**src/rtl/riscv_cpu_pkg.sv**
```systemverilog
// Shared CPU types: pipeline bundles, funct3 codes, flags, branch selects.
// Memory-stage additions: mem_op_e, mem_state_e and lane helpers.
package riscv_cpu_pkg;

  localparam int XLEN         = 32;
  localparam int MEM_BE_WIDTH = 4;

  localparam logic [2:0] LB  = 3'b000;
  localparam logic [2:0] LH  = 3'b001;
  localparam logic [2:0] LW  = 3'b010;
  localparam logic [2:0] LBU = 3'b100;
  localparam logic [2:0] LHU = 3'b101;
  localparam logic [2:0] SB  = 3'b000;
  localparam logic [2:0] SH  = 3'b001;
  localparam logic [2:0] SW  = 3'b010;

  localparam int CSR_ZERO  = 0;
  localparam int CSR_SIGN  = 1;
  localparam int CSR_WIDTH = 2;

  localparam logic [1:0] NO_BRANCH         = 2'b00;
  localparam logic [1:0] BRANCH_IF_EQUAL   = 2'b01;
  localparam logic [1:0] BRANCH_IF_EQUAL_N = 2'b10;
  localparam logic [1:0] BRANC_IF_SIGN     = 2'b11;

  typedef enum logic [1:0] {
    MEM_NONE  = 2'b00,
    MEM_LOAD  = 2'b01,
    MEM_STORE = 2'b10
  } mem_op_e;

  typedef enum logic [1:0] {
    IDLE,
    REQ,
    RESP
  } mem_state_e;

  typedef struct packed {
    logic [XLEN-1:0] data_b;
    logic [XLEN-1:0] branch_addr;
    logic [1:0]      branch_mux;
    logic [4:0]      rd;
    logic            reg_we;
  } id_stage_t;

  typedef struct packed {
    logic [XLEN-1:0]      alu_result;
    logic [CSR_WIDTH-1:0] alu_csr;
    id_stage_t            id_stage;
  } ex2mem_t;

  typedef struct packed {
    logic [XLEN-1:0] alu_result;
    logic [XLEN-1:0] mem_data;
    logic [4:0]      rd;
    logic            reg_we;
  } mem2wb_t;

  function automatic logic branch_eval(
    input logic [1:0]           mux,
    input logic [CSR_WIDTH-1:0] csr
  );
    logic t;
    t = 1'b0;
    case (mux)
      BRANCH_IF_EQUAL:   t = csr[CSR_ZERO];
      BRANCH_IF_EQUAL_N: t = !csr[CSR_ZERO];
      BRANC_IF_SIGN:     t = csr[CSR_SIGN];
      default:           t = 1'b0;
    endcase
    return t;
  endfunction

  // size is funct3[1:0]: 00 byte, 01 half, 10 word
  function automatic logic is_misaligned(
    input logic [1:0] size,
    input logic [1:0] addr
  );
    return (size == 2'b01 && addr[0]) ||
           (size == 2'b10 && addr != 2'b00);
  endfunction

  function automatic logic [MEM_BE_WIDTH-1:0] be_for(
    input logic       store,
    input logic [1:0] size,
    input logic [1:0] addr
  );
    logic [MEM_BE_WIDTH-1:0] be;
    be = 4'b1111;
    if (store) begin
      case (size)
        2'b00:   be = 4'b0001 << addr;
        2'b01:   be = addr[1] ? 4'b1100 : 4'b0011;
        default: be = 4'b1111;
      endcase
    end
    return be;
  endfunction

  function automatic logic [XLEN-1:0] lane_data(
    input logic [1:0]      size,
    input logic [XLEN-1:0] data
  );
    logic [XLEN-1:0] w;
    case (size)
      2'b00:   w = {4{data[7:0]}};
      2'b01:   w = {2{data[15:0]}};
      default: w = data;
    endcase
    return w;
  endfunction

endpackage

```
**src/rtl/riscv_mem_stage_load_extend.sv**
```systemverilog
// Load-data lane select and sign/zero extension.
// Pure combinational; funct3[2] selects zero-extension.
module riscv_load_extend (
  input  logic [2:0]  funct3,
  input  logic [1:0]  addr,
  input  logic [31:0] rdata,
  output logic [31:0] value
);

  logic [31:0] shifted;
  logic [7:0]  b;
  logic [15:0] h;
  logic        sx;

  always_comb begin
    shifted = rdata >> {addr, 3'b000};
    b       = shifted[7:0];
    h       = addr[1] ? rdata[31:16] : rdata[15:0];
    sx      = ~funct3[2];
    case (funct3[1:0])
      2'b00:   value = {{24{sx & b[7]}}, b};
      2'b01:   value = {{16{sx & h[15]}}, h};
      default: value = rdata;
    endcase
  end

endmodule

```
**src/rtl/riscv_mem_stage.sv**
```systemverilog
// MEM stage: one data-memory transaction per instruction over req/gnt/rvalid,
// branch resolution from ALU flags, registered hand-off to WB.
module riscv_mem_stage
  import riscv_cpu_pkg::*;
#(
  parameter int DATA_WIDTH = 32
) (
  input  logic                    clk_i,
  input  logic                    rst_ni,
  input  logic                    ex_valid_i,
  output logic                    ex_ready_o,
  input  ex2mem_t                 ex2mem_i,
  input  logic [1:0]              mem_op_i,
  input  logic [2:0]              mem_funct3_i,
  output logic                    data_req_o,
  input  logic                    data_gnt_i,
  output logic [DATA_WIDTH-1:0]   data_addr_o,
  output logic                    data_we_o,
  output logic [MEM_BE_WIDTH-1:0] data_be_o,
  output logic [DATA_WIDTH-1:0]   data_wdata_o,
  input  logic                    data_rvalid_i,
  input  logic [DATA_WIDTH-1:0]   data_rdata_i,
  output logic                    wb_valid_o,
  output mem2wb_t                 mem2wb_o,
  output logic                    branch_taken_o,
  output logic [DATA_WIDTH-1:0]   branch_target_o,
  output logic                    misaligned_o
);

  mem_state_e state_q, state_d;

  logic [1:0]            op_q;
  logic [2:0]            f3_q;
  logic [DATA_WIDTH-1:0] addr_q;
  logic [DATA_WIDTH-1:0] datab_q;
  logic [DATA_WIDTH-1:0] baddr_q;
  logic [4:0]            rd_q;
  logic                  we_q;
  logic                  br_q;

  logic                  accept;
  logic                  is_mem;
  logic                  mis;
  logic                  go_mem;
  logic                  fast;
  logic                  done;
  logic                  is_ld;
  logic                  br_in;
  logic [DATA_WIDTH-1:0] ext;

  assign ex_ready_o = (state_q == IDLE);
  assign accept     = ex_valid_i & ex_ready_o;
  assign is_mem     = (mem_op_i == MEM_LOAD) ||
                      (mem_op_i == MEM_STORE);
  assign mis        = is_mem & is_misaligned(
                        mem_funct3_i[1:0],
                        ex2mem_i.alu_result[1:0]);
  assign go_mem     = accept & is_mem & ~mis;
  assign fast       = accept & ~go_mem;
  assign done       = (state_q == RESP) & data_rvalid_i;
  assign is_ld      = (op_q == MEM_LOAD);
  assign br_in      = branch_eval(
                        ex2mem_i.id_stage.branch_mux,
                        ex2mem_i.alu_csr);

  // Bus fields come straight from the holding register so they stay
  // frozen while a request waits for its grant.
  assign data_req_o   = (state_q == REQ);
  assign data_addr_o  = {addr_q[DATA_WIDTH-1:2], 2'b00};
  assign data_we_o    = (op_q == MEM_STORE);
  assign data_be_o    = (is_ld || data_we_o) ?
                        be_for(data_we_o, f3_q[1:0], addr_q[1:0]) :
                        '0;
  assign data_wdata_o = lane_data(f3_q[1:0], datab_q);

  riscv_load_extend u_load_extend (
    .funct3 (f3_q),
    .addr   (addr_q[1:0]),
    .rdata  (data_rdata_i),
    .value  (ext)
  );

  always_comb begin
    state_d = state_q;
    unique case (state_q)
      IDLE:    if (go_mem) state_d = REQ;
      REQ:     if (data_gnt_i) state_d = RESP;
      RESP:    if (data_rvalid_i) state_d = IDLE;
      default: state_d = IDLE;
    endcase
  end

  always_ff @(posedge clk_i or negedge rst_ni) begin
    if (!rst_ni) begin
      state_q <= IDLE;
      op_q    <= MEM_NONE;
      f3_q    <= '0;
      addr_q  <= '0;
      datab_q <= '0;
      baddr_q <= '0;
      rd_q    <= '0;
      we_q    <= 1'b0;
      br_q    <= 1'b0;
    end else begin
      state_q <= state_d;
      if (accept) begin
        op_q    <= mem_op_i;
        f3_q    <= mem_funct3_i;
        addr_q  <= ex2mem_i.alu_result;
        datab_q <= ex2mem_i.id_stage.data_b;
        baddr_q <= ex2mem_i.id_stage.branch_addr;
        rd_q    <= ex2mem_i.id_stage.rd;
        we_q    <= ex2mem_i.id_stage.reg_we;
        br_q    <= br_in;
      end
    end
  end

  always_ff @(posedge clk_i or negedge rst_ni) begin
    if (!rst_ni) begin
      wb_valid_o      <= 1'b0;
      mem2wb_o        <= '0;
      branch_taken_o  <= 1'b0;
      branch_target_o <= '0;
      misaligned_o    <= 1'b0;
    end else begin
      wb_valid_o     <= fast | done;
      misaligned_o   <= fast & mis;
      branch_taken_o <= 1'b0;
      if (fast) begin
        mem2wb_o.alu_result <= ex2mem_i.alu_result;
        mem2wb_o.mem_data   <= '0;
        mem2wb_o.rd         <= ex2mem_i.id_stage.rd;
        mem2wb_o.reg_we     <= ex2mem_i.id_stage.reg_we & ~mis;
        branch_taken_o      <= br_in;
        branch_target_o     <= ex2mem_i.id_stage.branch_addr;
      end else if (done) begin
        mem2wb_o.alu_result <= addr_q;
        mem2wb_o.mem_data   <= is_ld ? ext : '0;
        mem2wb_o.rd         <= rd_q;
        mem2wb_o.reg_we     <= is_ld & we_q;
        branch_taken_o      <= br_q;
        branch_target_o     <= baddr_q;
      end
    end
  end

endmodule

```
**config.mk**
```make
export PLATFORM = sky130hd
export DESIGN_NAME = riscv_mem_stage
export DESIGN_NICKNAME = d
export VERILOG_FILES = /design/src/rtl/riscv_cpu_pkg.sv /design/src/rtl/riscv_mem_stage_load_extend.sv /design/src/rtl/riscv_mem_stage.sv
export SDC_FILE = /design/constraint.sdc
export NUM_CORES = 1
export LEC_CHECK = 0
export CAP_MARGIN = 20
export CORE_UTILIZATION = 30
export CTS_CLUSTER_DIAMETER = 150
export DETAILED_ROUTE_END_ITERATION = 10
export GPL_ROUTABILITY_DRIVEN = 0
export MAX_ROUTING_LAYER = met4
export PLACE_DENSITY_LB_ADDON = 0.3
export RECOVER_POWER = 100
export SYNTH_ARGS = -nofsm -noshare
export SYNTH_HDL_FRONTEND = slang
export SYNTH_HIERARCHICAL = 1
export SYNTH_SLANG_ARGS = --single-unit
```
**constraint.sdc**
```tcl
create_clock -name clk_i -period 1.75 [get_ports clk_i]
set_clock_uncertainty 0.2 [all_clocks]
set_input_delay 0.35 -clock clk_i [delete_from_list [all_inputs] [get_ports clk_i]]
set_output_delay 0.35 -clock clk_i [all_outputs]
set_load 0.02 [all_outputs]
```
After elaboration in Yosys (flattened, before gate mapping)
Index checks and enable logic that the tools add are counted.

Eq/ne operators: 15. Shift operators: 2. Mux-type cells: 19. Bitwise operators: 15. Reduce and logical (&&, ||, !) cells: 11.

Operator list (number): two-way mux 70 bit (2); case mux 32 bit (2 select lines) (2); two-way mux 32 bit (3); right shift 32 x 5 -> 8 bit (1); two-way mux 16 bit (1); == test 2 x 1 -> 1 bit, second input constant (6); == test 2 bit, second input constant (6); two-way mux 4 bit (3); bitwise AND 1 bit (11); case mux 4 bit (2 select lines) (1); two-way mux 2 bit (3); case mux 2 bit (3 select lines) (1); logical NOT 2 bit (2); != test 2 x 1 -> 1 bit, second input constant (2); nonzero test 2 bit (2); << shifter 1 x 2 -> 4 bit, first input constant (1); logical OR 1 bit (3); NOT 1 bit (3); case mux 1 bit (3 select lines) (1); AND reduction 3 bit (1); logical AND 1 bit (2); two-way mux 1 bit (2); != test 2 bit, second input constant (1); logical NOT 1 bit (1); OR 1 bit (1).

Register bits after elaboration: 215. Input port bits: 148. Output and inout bits: 176.

Logic depth before layout (Yosys ltp)
Gate-level depths: netlist of run 1.

Depth after elaboration: 9. Depth in mapped cells: 7. Depth with buffers taken out: 4.

Cells and area by module
Netlist of run 1, hierarchy kept.

Modules (own cells, without submodules): riscv_mem_stage (instances 1, cells an instance 969, area an instance 9487.8 µm², sequential area each 5380.2 µm²); riscv_load_extend (instances 1, cells an instance 93, area an instance 709.4 µm², sequential area each 0.0 µm²).

Worst setup path after synthesis of run 1
OpenSTA, ideal clock, no wires.

Kind: flip-flop to output port. From: register f3_q[0]. To: output port data_wdata_o[24]. Arrival time: 1.439 ns. Data required time: 1.200 ns. Setup slack: -0.239 ns. Stages on the path, launching flop included: 4. Path buffers: 1. Cell sequence: dfrtp_1 -> clkbuf_1 -> mux2i_1 -> o21ai_0.

Cells in the longest elaborated chain, start to end: 2.

RTL lines: start: declaration (RTL line riscv_mem_stage.sv:33) `logic [2:0] f3_q;`; start signal: assignment (RTL line riscv_mem_stage.sv:108) `f3_q <= mem_funct3_i;`; == test 2 x 1 -> 1 bit / logical NOT 2 bit (equally long branches) (RTL line riscv_cpu_pkg.sv:105) `case (size)`; case mux 32 bit (2 select lines) * (RTL line riscv_cpu_pkg.sv:105); end: declaration (RTL line riscv_mem_stage.sv:20) `output logic [DATA_WIDTH-1:0] data_wdata_o,`.

Every way passes the cells marked *; elsewhere a longest branch is shown, timed or not.

Worst setup path in the final report of run 1
From: register f3_q[0]. To: output port data_wdata_o[11].

The elaborated chain is that of the path after synthesis.

==> results of run 1 <==
==> cell usage in the layout, fill, tap and decap left out, drive strengths merged, types with 2 or more instances in the layout <==
cell type and instances:
clkdlybuf4s15 12, nor3b 2, and2 2, mux2 21
buf 206, dfrtp 215, nand3 69, clkinv 5
nor2 11, a22o 42, diode 2, nand2b 3
o21ai 100, conb 2, inv 6, a21oi 4
mux2i 84, nor2b 4, clkdlybuf4s50 142, nand2 357
o221a 8, nand3b 2, dlygate4sd2 3, a221o 9
clkbuf 199
==> kinds of logic after synthesis <==
logic type	Yosys count
simple gates	452
buf+inv	119
other cells	1
compound gates	168
xor+xnor	2
flops	215
mux	105
==> what timing repair did <==
action,4_1_cts,5_1_grt
buffers inserted,30,24
gates resized for setup,858,385
pin swaps,18,161
endpoints found under the hold margin,180,0
cloned,8,34
hold buffers,1,0
endpoints found under the setup margin,277,234
==> worst paths after layout <==
kind	start	end	depth (start not counted)
max	f3_q[0]$_DFFE_PN0P_	data_wdata_o[11]	4
min	mem_funct3_i[1]	f3_q[1]$_DFFE_PN0P_	4
max reg2reg	addr_q[1]$_DFFE_PN0P_	mem2wb_o[21]$_DFFE_PN0P_	6
min reg2reg	baddr_q[6]$_DFFE_PN0P_	baddr_q[6]$_DFFE_PN0P_	2
max in group asynchronous	rst_ni	baddr_q[6]$_DFFE_PN0P_	3
min in group asynchronous	rst_ni	mem2wb_o[60]$_DFFE_PN0P_	2
==> stage by stage <==
| stage | total power [mW] | hold WS [ps] | area, um^2 | setup TNS (ps) |
|---|---|---|---|---|
| 2_1_floorplan | 13.30 | -145.6 | 10220 | -494.0 |
| 3_3_place_gp | 18.16 | 126.1 | 14440 | -93250 |
| 3_5_place_dp | 18.29 | 127.7 | 14440 | -97520 |
| 4_1_cts | 24.17 | 108.1 | 15780 | -20350 |
| 5_1_grt | 27.33 | 98.79 | 17560 | -50640 |
| 6_report | 26.00 | 60.56 | 17560 | -32620 |
==> routing by layer <==
metal  part of all wire, %  track usage (%)
met5                     0                -
met2                    48            31.95
met3                   7.0            5.454
met4                   2.6            5.213
met1                    43            26.31
==> area by class of cell <==
type,instances,area [um^2]
multi-input cells,730,5381
fillers,2980,15890
inverters,6,25.02
diodes,2,5.005
clock inverters,7,73.82
flip-flops and latches,215,5385
clock buffers,39,739.5
repair buffers,525,5390
well taps,448,560.5
==> state kept, by name, summed over array words and instances, names as in the netlist <==
register and count:
branch_taken_o 1, f3_q 3, op_q 2, we_q 1
datab_q 32, br_q 1, branch_target_o 32, wb_valid_o 1
misaligned_o 1, mem2wb_o 70, rd_q 5, baddr_q 32
addr_q 32, state_q 2
==> power breakdown <==
group          switching (mW)  internal, mW  total, mW  leakage, nW
combinational            6.96          6.16       13.1         5.66
sequential               1.11          6.59       7.70         2.70
clock                    2.14          3.05       5.19        0.397
==> worst max-delay path, stage by stage, from the launching register on <==
cell and delay (ps):
dfrtp_2 440, nor2_4 150, buf_6 150, mux2_4 310, buf_6 130
==> implementation parameters, run 1 <==
Parameter                              Value

Run status
  Run status ... complete, but fails checks
  Failing checks ... negative setup slack

Floorplan
  Die span in y ... 186.4 um
  Number of primary I/O pins ... between 300 and 400
  Floorplan die area ... 34,730 um^2
  Core region area ... 33,450 um^2
  Site row count ... 67
  Starting Density ... 30.49%
  Chip width ... 186.4 um

STA
  Final period demand of the worst path ... between 2000 and 2500 ps
  Unrepaired setup endpoints after global routing ... true
  Maximum clock frequency ... approximately 0.44 GHz
  Setup-violating endpoint count in the final report ... 243
  Relative slew slack ... roughly 40%
  Number of max-slew violations in the final report ... 0
  Fin crit share ... 129.7%
  Slew at the pin with the worst max-slew slack ... 895.1 ps
  Worst setup margin ... -518.9 ps
  Final-report hold violation count ... 0

Hold path
  Class of the worst hold path ... input port to flip-flop

Synthesis
  Sequential fraction of the synthesis area ... 52.76%
  Multiplexer share of the synthesized area ... 10.71%
  Share of synthesized flip-flops with an asynchronous set or reset ... between 90% and 100%
  EDFF count, synth ... 0
  Compound-gate portion of the synthesized area ... 11.36%
  Post-Synth Simple-Gate Area ... 18.05%
  Synthesized-area fraction occupied by adder cells ... 0%
  Cell area after synthesis ... 10,200 um^2
  Yosys warning total ... 6
  Top cell type by total area after synthesis ... dfrtp_1
  Post-synth top flop ... dfrtp_1
  Xor and xnor fraction of the mapped netlist area ... 0.1718%
  Cell types occupying the most area after synthesis ... dfrtp_1 53%, nand2_1 13%, mux2i_1 8.2%
  Number of distinct standard cells referenced by the synthesized netlist ... 42
  Syn Inst Count ... about 1.1k
  List of most frequent post-synthesis cells ... 356 x nand2_1, 215 x dfrtp_1, 90 x o21ai_0
  Mean instance size in the synthesized netlist ... 9.602 um^2
  Top cell type's share of synthesized area ... a little over half
  Dominant combinational cell family by area after synthesis ... simple AND/OR/NAND/NOR gates
  Dominant cell by count in the synthesized netlist ... nand2_1
  Flip-flop and latch count after synthesis ... between 200 and 250

GRT
  Remaining global-route overflow ... 0
  Wire length of the first global-routing pass ... 54.78 mm
  Initial antenna violation count ... 4
  Maximum number of pins on one net before global-route repair ... 55
  Overall fraction of global-route tracks in use ... 20.49%
  Via count of the first global-routing pass ... roughly 9.3k

Power
  Static leakage power ... 8.751 nW
  Peak VDD IR ... 0.0008426 V
  Total power divided by cell area ... 1481 nW/um^2

Clocking
  Number of buffers created by CTS ... 26
  CTS root buf ... clkbuf_16
  Clock transition at the registers of the reported paths ... 50 ps
  Htree depth ... 1
  Maximum root-to-sink buffer count ... 3
  CTS tree ... built
  Clock sink count ... 215
  Worst skew pair latency ... 550 ps

Routing
  Post-DR wirelength/cell ... ~20 um
  Routed via count divided by cell count ... between 4 and 5
  Total via count in the routed design ... 9,681
  DRC violation count after routing ... 0
  Number of detailed-route iterations in the first pass ... 5
  Number of DRC violations after detailed-routing iteration 0 ... 483
  Number of antenna-violating nets in the routed design ... 0
  Final routed wirelength across all metal layers ... 39.31 mm

Place
  Total of buffers placed on input and output ports ... 321
  Setup WS pre-CTS ... -808.3 ps
  Inst Count DP ... between 1.5k and 2k
  Detailed placer's ending HPWL ... 23.44 mm

Finish
  Final Instance Count excl. Fillers ... 1,972
  Share of cells above drive strength 1 ... ~45%
  Finished Core Util ... 52.50%
  Signed area change from the synthesized netlist to the final layout ... 72.21%
  Number of nets in the final layout ... 1,652

Critical path
  Setup slack, reg-to-reg ... -310 ps
  Worst Setup Path Type ... flip-flop to output pin
  Critical path launch point type ... flip-flop
  CP endpoint kind ... output pin
  Required time reported for the critical path endpoint ... 1200 ps
  Max Fanout on Critical Path ... 5
  Data arrival time at the worst-slack endpoint ... 1720 ps

Run
  Max capacitance violation total ... 0
Note: power is estimated with default switching activity, not from simulation.
==> inputs of run 2 (changes only) <==
DONT_BUFFER_PORTS = 1   (was default)
==> run 2 against run 1 <==
The flow finishes with violations (negative hold slack, negative setup slack). Die area unchanged. Power is 12% lower. Highest routed layer unchanged. Worst hold slack got worse by 740 ps. Critical path type unchanged. Clock power rose by 6.4%. Flip-flop and latch count unchanged.
==> implementation parameters, run 2 (synthesis gave the netlist of run 1 again) <==
Parameter                              Value

GRT
  Layer with the highest usage ... met2
  Met1 track demand over resource ... 23.59% (-2.7 points)
  Via count of the first global-routing pass ... 8,479 (-9.1%)
  Met2 global-route usage ... 29.81% (-2.1 points)
  Global-route met3 utilization ... 6.282% (+0.83 points)
  Remaining global-route overflow ... 0 (unchanged)
  Overall fraction of global-route tracks in use ... 19.06% (-1.4 points)
  Maximum number of pins on one net before global-route repair ... 216 (+290%)
  Wire length of the first global-routing pass ... 51.08 mm (-6.8%)
  Initial antenna violation count ... 1 (-3)

Place
  Inst Count DP ... 1,473 (-20%)
  Setup WS pre-CTS ... -270.0 ps (+538.3 ps)
  Total of buffers placed on input and output ports ... 0 (-100%)
  Detailed placer's ending HPWL ... 20.59 mm (-12%)
  Cell area after placement ... 10,780 um^2 (-25%)

Routing
  Number of DRC violations after detailed-routing iteration 0 ... 568 (+18%)
  DRC violation count after routing ... 0 (unchanged)
  Routed via count divided by cell count ... 5.004 (+1.9%)
  Final routed wirelength across all metal layers ... 35.86 mm (-8.8%)
  Total via count in the routed design ... 8,597 (-11%)
  Number of antenna-violating nets in the routed design ... 0 (unchanged)
  Number of detailed-route iterations in the first pass ... 5 (unchanged)
  Post-DR wirelength/cell ... 20.87 um (+4.7%)

Floorplan
  Chip width ... 186.4 um (unchanged)
  Number of primary I/O pins ... 324 (unchanged)
  Floorplan die area ... 34,730 um^2 (unchanged)
  Starting Density ... 30.49% (unchanged)
  Die span in y ... 186.4 um (unchanged)
  Site row count ... 67 (unchanged)
  Core region area ... 33,450 um^2 (unchanged)

STA
  Final-report hold violation count ... 215 (+215)
  Worst setup margin ... -501.3 ps (+17.62 ps)
  Fin crit share ... 128.6% (-1.0 points)
  Setup TNS ... -32,740 ps (-117.6 ps)
  Final hold slack ... -675.6 ps (-736.1 ps)
  Setup-violating endpoint count in the final report ... 243 (unchanged)
  Maximum clock frequency ... 0.4442 GHz (+0.78%)
  Relative slew slack ... 42.91% (+2.6 points)
  Unrepaired setup endpoints after global routing ... true
  Slew at the pin with the worst max-slew slack ... 856.3 ps (-38.78 ps)
  Final period demand of the worst path ... 2251 ps (-17.62 ps)
  Number of max-slew violations in the final report ... 0 (unchanged)

Critical path
  Slowest cell on the critical path ... dfrtp_2
  Cell Chain, Critical Path ... buf_12, nor2_4, buf_6, mux2_4
  Cell family with most CP delay ... flip-flops
  Required time reported for the critical path endpoint ... 1200 ps (about the same)
  CP endpoint kind ... output pin
  Bufs and invs on worst path ... 2 (unchanged)
  Critical path launch point type ... flip-flop
  Setup slack, reg-to-reg ... -240 ps (+70 ps)
  Data arrival time at the worst-slack endpoint ... 1700 ps (-20 ps)
  Worst Setup Path Type ... flip-flop to output pin
  Biggest cell delay along the critical path ... 430 ps (about the same)
  Max Fanout on Critical Path ... 6 (+1)

Finish
  Signed area change from the synthesized netlist to the final layout ... 43.80%
  Register with the most flip-flops ... mem2wb_o
  Largest register FFs ... 70 (unchanged)
  Final design area excluding fillers ... 14,660 um^2 (-16%)
  Share of cells above drive strength 1 ... 23.80% (-21 points)
  Finished Core Util ... 43.84% (-8.7 points)
  Leading cell types in the layout, fill and taps excluded ... 349 x nand2_1, 212 x dfrtp_1, 144 x dlygate4sd3_1
  Final Instance Count excl. Fillers ... 1,718 (-13%)
  Filler cell count in the final layout ... 3,114 (+4.5%)
  Register cell area after layout ... 5384 um^2 (about the same)
  Most common cell after layout, fill and taps aside ... nand2_1
  Area taken by multi-input logic gates ... 4612 um^2 (-14%)
  Number of nets in the final layout ... 1,398 (-15%)

Power
  Peak VDD IR ... 0.0009044 V (+7.3%)
  Tot Pwr ... 22.79 mW (-12%)
  Static leakage power ... 7.124 nW (-19%)
  Total power divided by cell area ... 1554 nW/um^2 (+4.9%)

Hold path
  Class of the worst hold path ... input port to async pin

Clocking
  Maximum root-to-sink buffer count ... 3 (unchanged)
  CTS tree ... built
  Number of buffers created by CTS ... 26 (unchanged)
  Htree depth ... 1 (unchanged)
  Clock sink count ... 215 (unchanged)
  CTS root buf ... clkbuf_16
  Clock transition at the registers of the reported paths ... 60 ps (about the same)
  Cts hold-fix bufs ... 145 (+144)
  Worst skew pair latency ... 530 ps (-20 ps)

Run
  Max capacitance violation total ... 0 (unchanged)

Run status
  Failing checks ... negative hold slack, negative setup slack
  Run status ... complete, but fails checks
run 2: timing repair:
action                     CTS  global route
gates cloned                 4            21
setup buffers               10            18
gates resized for setup     64           200
setup endpoints to repair   59           227
pin swaps                   30            30
hold endpoints to repair   428           215
run 2: area by class of cell:
cell class	instances	area share, %
sequential	215	36.71
multi-input combinational	730	31.45
timing repair buffer	271	21.81
clock buffer	36	5.384
tap	448	3.823
clock inverter	11	0.6314
inverter	6	0.1706
antenna	1	0.01706
run 2: worst paths after layout:
kind | startpoint | to | cells after the start
max in group asynchronous | rst_ni | mem2wb_o[61]$_DFFE_PN0P_ | 0
worst min-delay path | rst_ni | addr_q[22]$_DFFE_PN0P_ | 0
worst min register to register | baddr_q[14]$_DFFE_PN0P_ | baddr_q[14]$_DFFE_PN0P_ | 2
worst max register to register | state_q[1]$_DFFE_PN0P_ | mem2wb_o[15]$_DFFE_PN0P_ | 7
min in group clk_i | mem_op_i[1] | mem2wb_o[0]$_DFFE_PN0P_ | 4
worst max-delay path | f3_q[1]$_DFFE_PN0P_ | data_wdata_o[12] | 4
run 2: per-layer routing:
| metal | up-vias | share of wire [%] |
|---|---|---|
| met4 | 0 | 2.7 |
| met1 | 4228 | 41 |
| met3 | 61 | 8.9 |
| met2 | 349 | 47 |
| met5 | - | 0 |
| li1 | 3959 | - |
run 2: power breakdown:
| group | internal, mW | total [mW] | switching [mW] |
|---|---|---|---|
| combinational | 3.82 | 7.77 | 3.96 |
| sequential | 6.57 | 9.49 | 2.92 |
| clock | 3.29 | 5.52 | 2.24 |
| total | 13.7 | 22.8 | 9.12 |
==> inputs of run 3 (changes only) <==
clock period = 2.1 ns   (was 1.75 ns; I/O delays follow)
==> run 3 against run 2 <==
The flow still finishes with violations (negative hold slack, negative setup slack). Cell count fell by 3.8%. Die area stayed put. Non-clock buffer count decreased by 66. Critical path type unchanged. First-iteration DRC count shrank 29%. Clock-buffer cell count rose by 3. Clock power decreased by 15%. Sequential power is 18% lower. Sequential share of layout area rose by 4.4 points. Worst setup slack better by 340 ps. Power decreased by 24%. Combinational power down 37%.
==> implementation parameters, run 3 (synthesis gave the netlist of run 1 again) <==
Parameter                              Value

Run status
  Run status ... complete, but fails checks
  Failing checks ... negative hold slack, negative setup slack

Clocking
  CTS tree ... built
  Maximum root-to-sink buffer count ... 3 (unchanged)
  Cts hold-fix bufs ... 144 (-0.69%)
  Number of buffers created by CTS ... 26 (unchanged)
  Worst skew pair latency ... 530 ps (about the same)
  Htree depth ... 1 (unchanged)
  Clock transition at the registers of the reported paths ... 60 ps (about the same)
  Clock sink count ... 215 (unchanged)
  CTS root buf ... clkbuf_16

Critical path
  Biggest cell delay along the critical path ... 450 ps (+20 ps)
  CP endpoint kind ... output pin
  Startpoint of the most critical register-to-register path ... state_q[1]$_DFFE_PN0P_
  Data arrival time at the worst-slack endpoint ... 1640 ps (-60 ps)
  Worst Setup Path Type ... flip-flop to output pin
  Cell Chain, Critical Path ... nor2_2, buf_6, mux2_4
  Max Fanout on Critical Path ... 8 (+2)
  Setup slack, reg-to-reg ... -10 ps (+230 ps)
  Required time reported for the critical path endpoint ... 1480 ps (+280 ps)
  Slowest cell on the critical path ... dfrtp_2
  Cells on worst reg2reg path ... 6 (-1)
  Worst reg2reg path endpoint ... branch_target_o[28]$_DFFE_PN0P_
  Critical path launch point type ... flip-flop

Floorplan
  Floorplan die area ... 34,730 um^2 (unchanged)
  Site row count ... 67 (unchanged)
  Core region area ... 33,450 um^2 (unchanged)
  Number of primary I/O pins ... 324 (unchanged)
  Starting Density ... 30.49% (unchanged)
  Chip width ... 186.4 um (unchanged)
  Die span in y ... 186.4 um (unchanged)

Finish
  Filler cell count in the final layout ... 3,292 (+5.7%)
  Largest register FFs ... 70 (unchanged)
  Leading cell types in the layout, fill and taps excluded ... 354 x nand2_1, 211 x dfrtp_1, 144 x dlygate4sd3_1
  Finished Core Util ... 39.20% (-4.6 points)
  Number of nets in the final layout ... 1,331 (-4.8%)
  Register with the most flip-flops ... mem2wb_o
  Signed area change from the synthesized netlist to the final layout ... 28.59%
  Share of cells above drive strength 1 ... 13.56% (-10 points)
  Most common cell after layout, fill and taps aside ... nand2_1
  Final Instance Count excl. Fillers ... 1,652 (-3.8%)

GRT
  Via count of the first global-routing pass ... 8,480 (+0.012%)
  Remaining global-route overflow ... 0 (unchanged)
  Wire length of the first global-routing pass ... 49.05 mm (-4.0%)
  Overall fraction of global-route tracks in use ... 18.06% (-1.0 points)
  Maximum number of pins on one net before global-route repair ... 216 (unchanged)
  Initial antenna violation count ... 2 (+1)

STA
  Relative slew slack ... 66.49% (+24 points)
  Number of max-slew violations in the final report ... 0 (unchanged)
  Slew at the pin with the worst max-slew slack ... 502.6 ps (-353.7 ps)
  Worst setup margin ... -164.6 ps (+336.6 ps)
  Final-report hold violation count ... 215 (unchanged)
  Final hold slack ... -612.2 ps (+63.37 ps)
  Unrepaired setup endpoints after global routing ... true
  Final period demand of the worst path ... 2265 ps
  Maximum clock frequency ... 0.4416 GHz
  Setup-violating endpoint count in the final report ... 32 (-87%)
  Fin crit share ... 107.8%

Place
  Setup WS pre-CTS ... 90.44 ps (+360.4 ps)
  Total of buffers placed on input and output ports ... 0 (unchanged)
  Detailed placer's ending HPWL ... 19.01 mm (-7.7%)
  Inst Count DP ... 1,447 (-1.8%)

Power
  Static leakage power ... 6.494 nW (-8.8%)
  Peak VDD IR ... 0.0006614 V (-27%)
  Tot Pwr ... 17.32 mW (-24%)
  Total power divided by cell area ... 1321 nW/um^2 (-15%)

Routing
  Number of DRC violations after detailed-routing iteration 0 ... 404 (-29%)
  Post-DR wirelength/cell ... 18.58 um (-11%)
  Final routed wirelength across all metal layers ... 30.70 mm (-14%)
  Total via count in the routed design ... 8,089 (-5.9%)
  DRC violation count after routing ... 0 (unchanged)
  Number of detailed-route iterations in the first pass ... 6 (+1)
  Number of antenna-violating nets in the routed design ... 0 (unchanged)
  Routed via count divided by cell count ... 4.896 (-2.1%)

Run
  Max capacitance violation total ... 0 (unchanged)

Hold path
  Class of the worst hold path ... input port to async pin
[run 3: cell types whose count changed in the layout (fill, tap and decap cells not counted), sizes merged]
cell,previous run,this run
clkbuf,53,43
dlymetal6s4s,1,0
mux2,21,20
diode,1,2
inv,6,7
clkinvlp,2,0
bufinv,1,2
clkinv,8,5
buf,109,57
[run 3: repair_timing]
item	CTS	global route
resized for setup	43	8
endpoints found under the hold margin	428	215
setup buffers	9	6
pin swaps	1	10
setup endpoints to repair	28	46
[run 3: worst max-delay path by stage]
stage,startpoint,cells after the start,end
global route,f3_q[0]$_DFFE_PN0P_,3,data_wdata_o[12]
CTS,f3_q[0]$_DFFE_PN0P_,3,data_wdata_o[12]
floorplan,f3_q[0]$_DFFE_PN0P_,3,data_wdata_o[24]
finish,f3_q[0]$_DFFE_PN0P_,3,data_wdata_o[12]
global placement,mem_op_i[1],6,branch_target_o[13]$_DFFE_PN0P_
detailed placement,mem_op_i[1],6,branch_target_o[26]$_DFFE_PN0P_
[run 3: worst max-delay path, delay by kind of cell, from the launching register on]
kind | cells | cell delay (ps)
DFF | 1 | 450
muxes | 1 | 370
and+or+nand+nor | 1 | 100
buffers and inverters | 1 | 180
[run 3: per-stage QoR]
step                      setup TNS, ps  area (um^2)  hold slack (ps)
after CTS                         -4245        13070           -647.1
after floorplan                       0        10200           -75.59
after global placement                0        10580           -71.22
after detailed placement              0        10580           -67.36
final                             -2849        13110           -612.2
after global routing             -20280        13110           -646.2
[run 3: metal layers]
layer / wire, um / share of wire (%) / global-route usage [%]
met4: 631 / 2.1 / 4.418
met5: 0 / 0 / -
met2: 14250 / 46 / 27.90
met1: 13000 / 42 / 22.50
met3: 2820 / 9.2 / 6.301
[run 3: power breakdown]
group / switching [mW] / total (mW) / internal [mW]
registers: 2.28 / 7.76 / 5.48
logic: 2.71 / 4.89 / 2.18
clock network: 1.80 / 4.67 / 2.86
total: 6.80 / 17.3 / 10.5
[run 3: final cells by class]
class                   count  area [um^2]  share of cell area, %
diodes                      2        5.005                0.03817
clock buffers              39        800.8                  6.107
clock inverters             8        93.84                 0.7156
inverters                   6        25.02                 0.1908
multi-input cells         729         4219                  32.18
flip-flops and latches    215         5385                  41.07
well taps                 448        560.5                  4.275
repair buffers            205         2023                  15.43
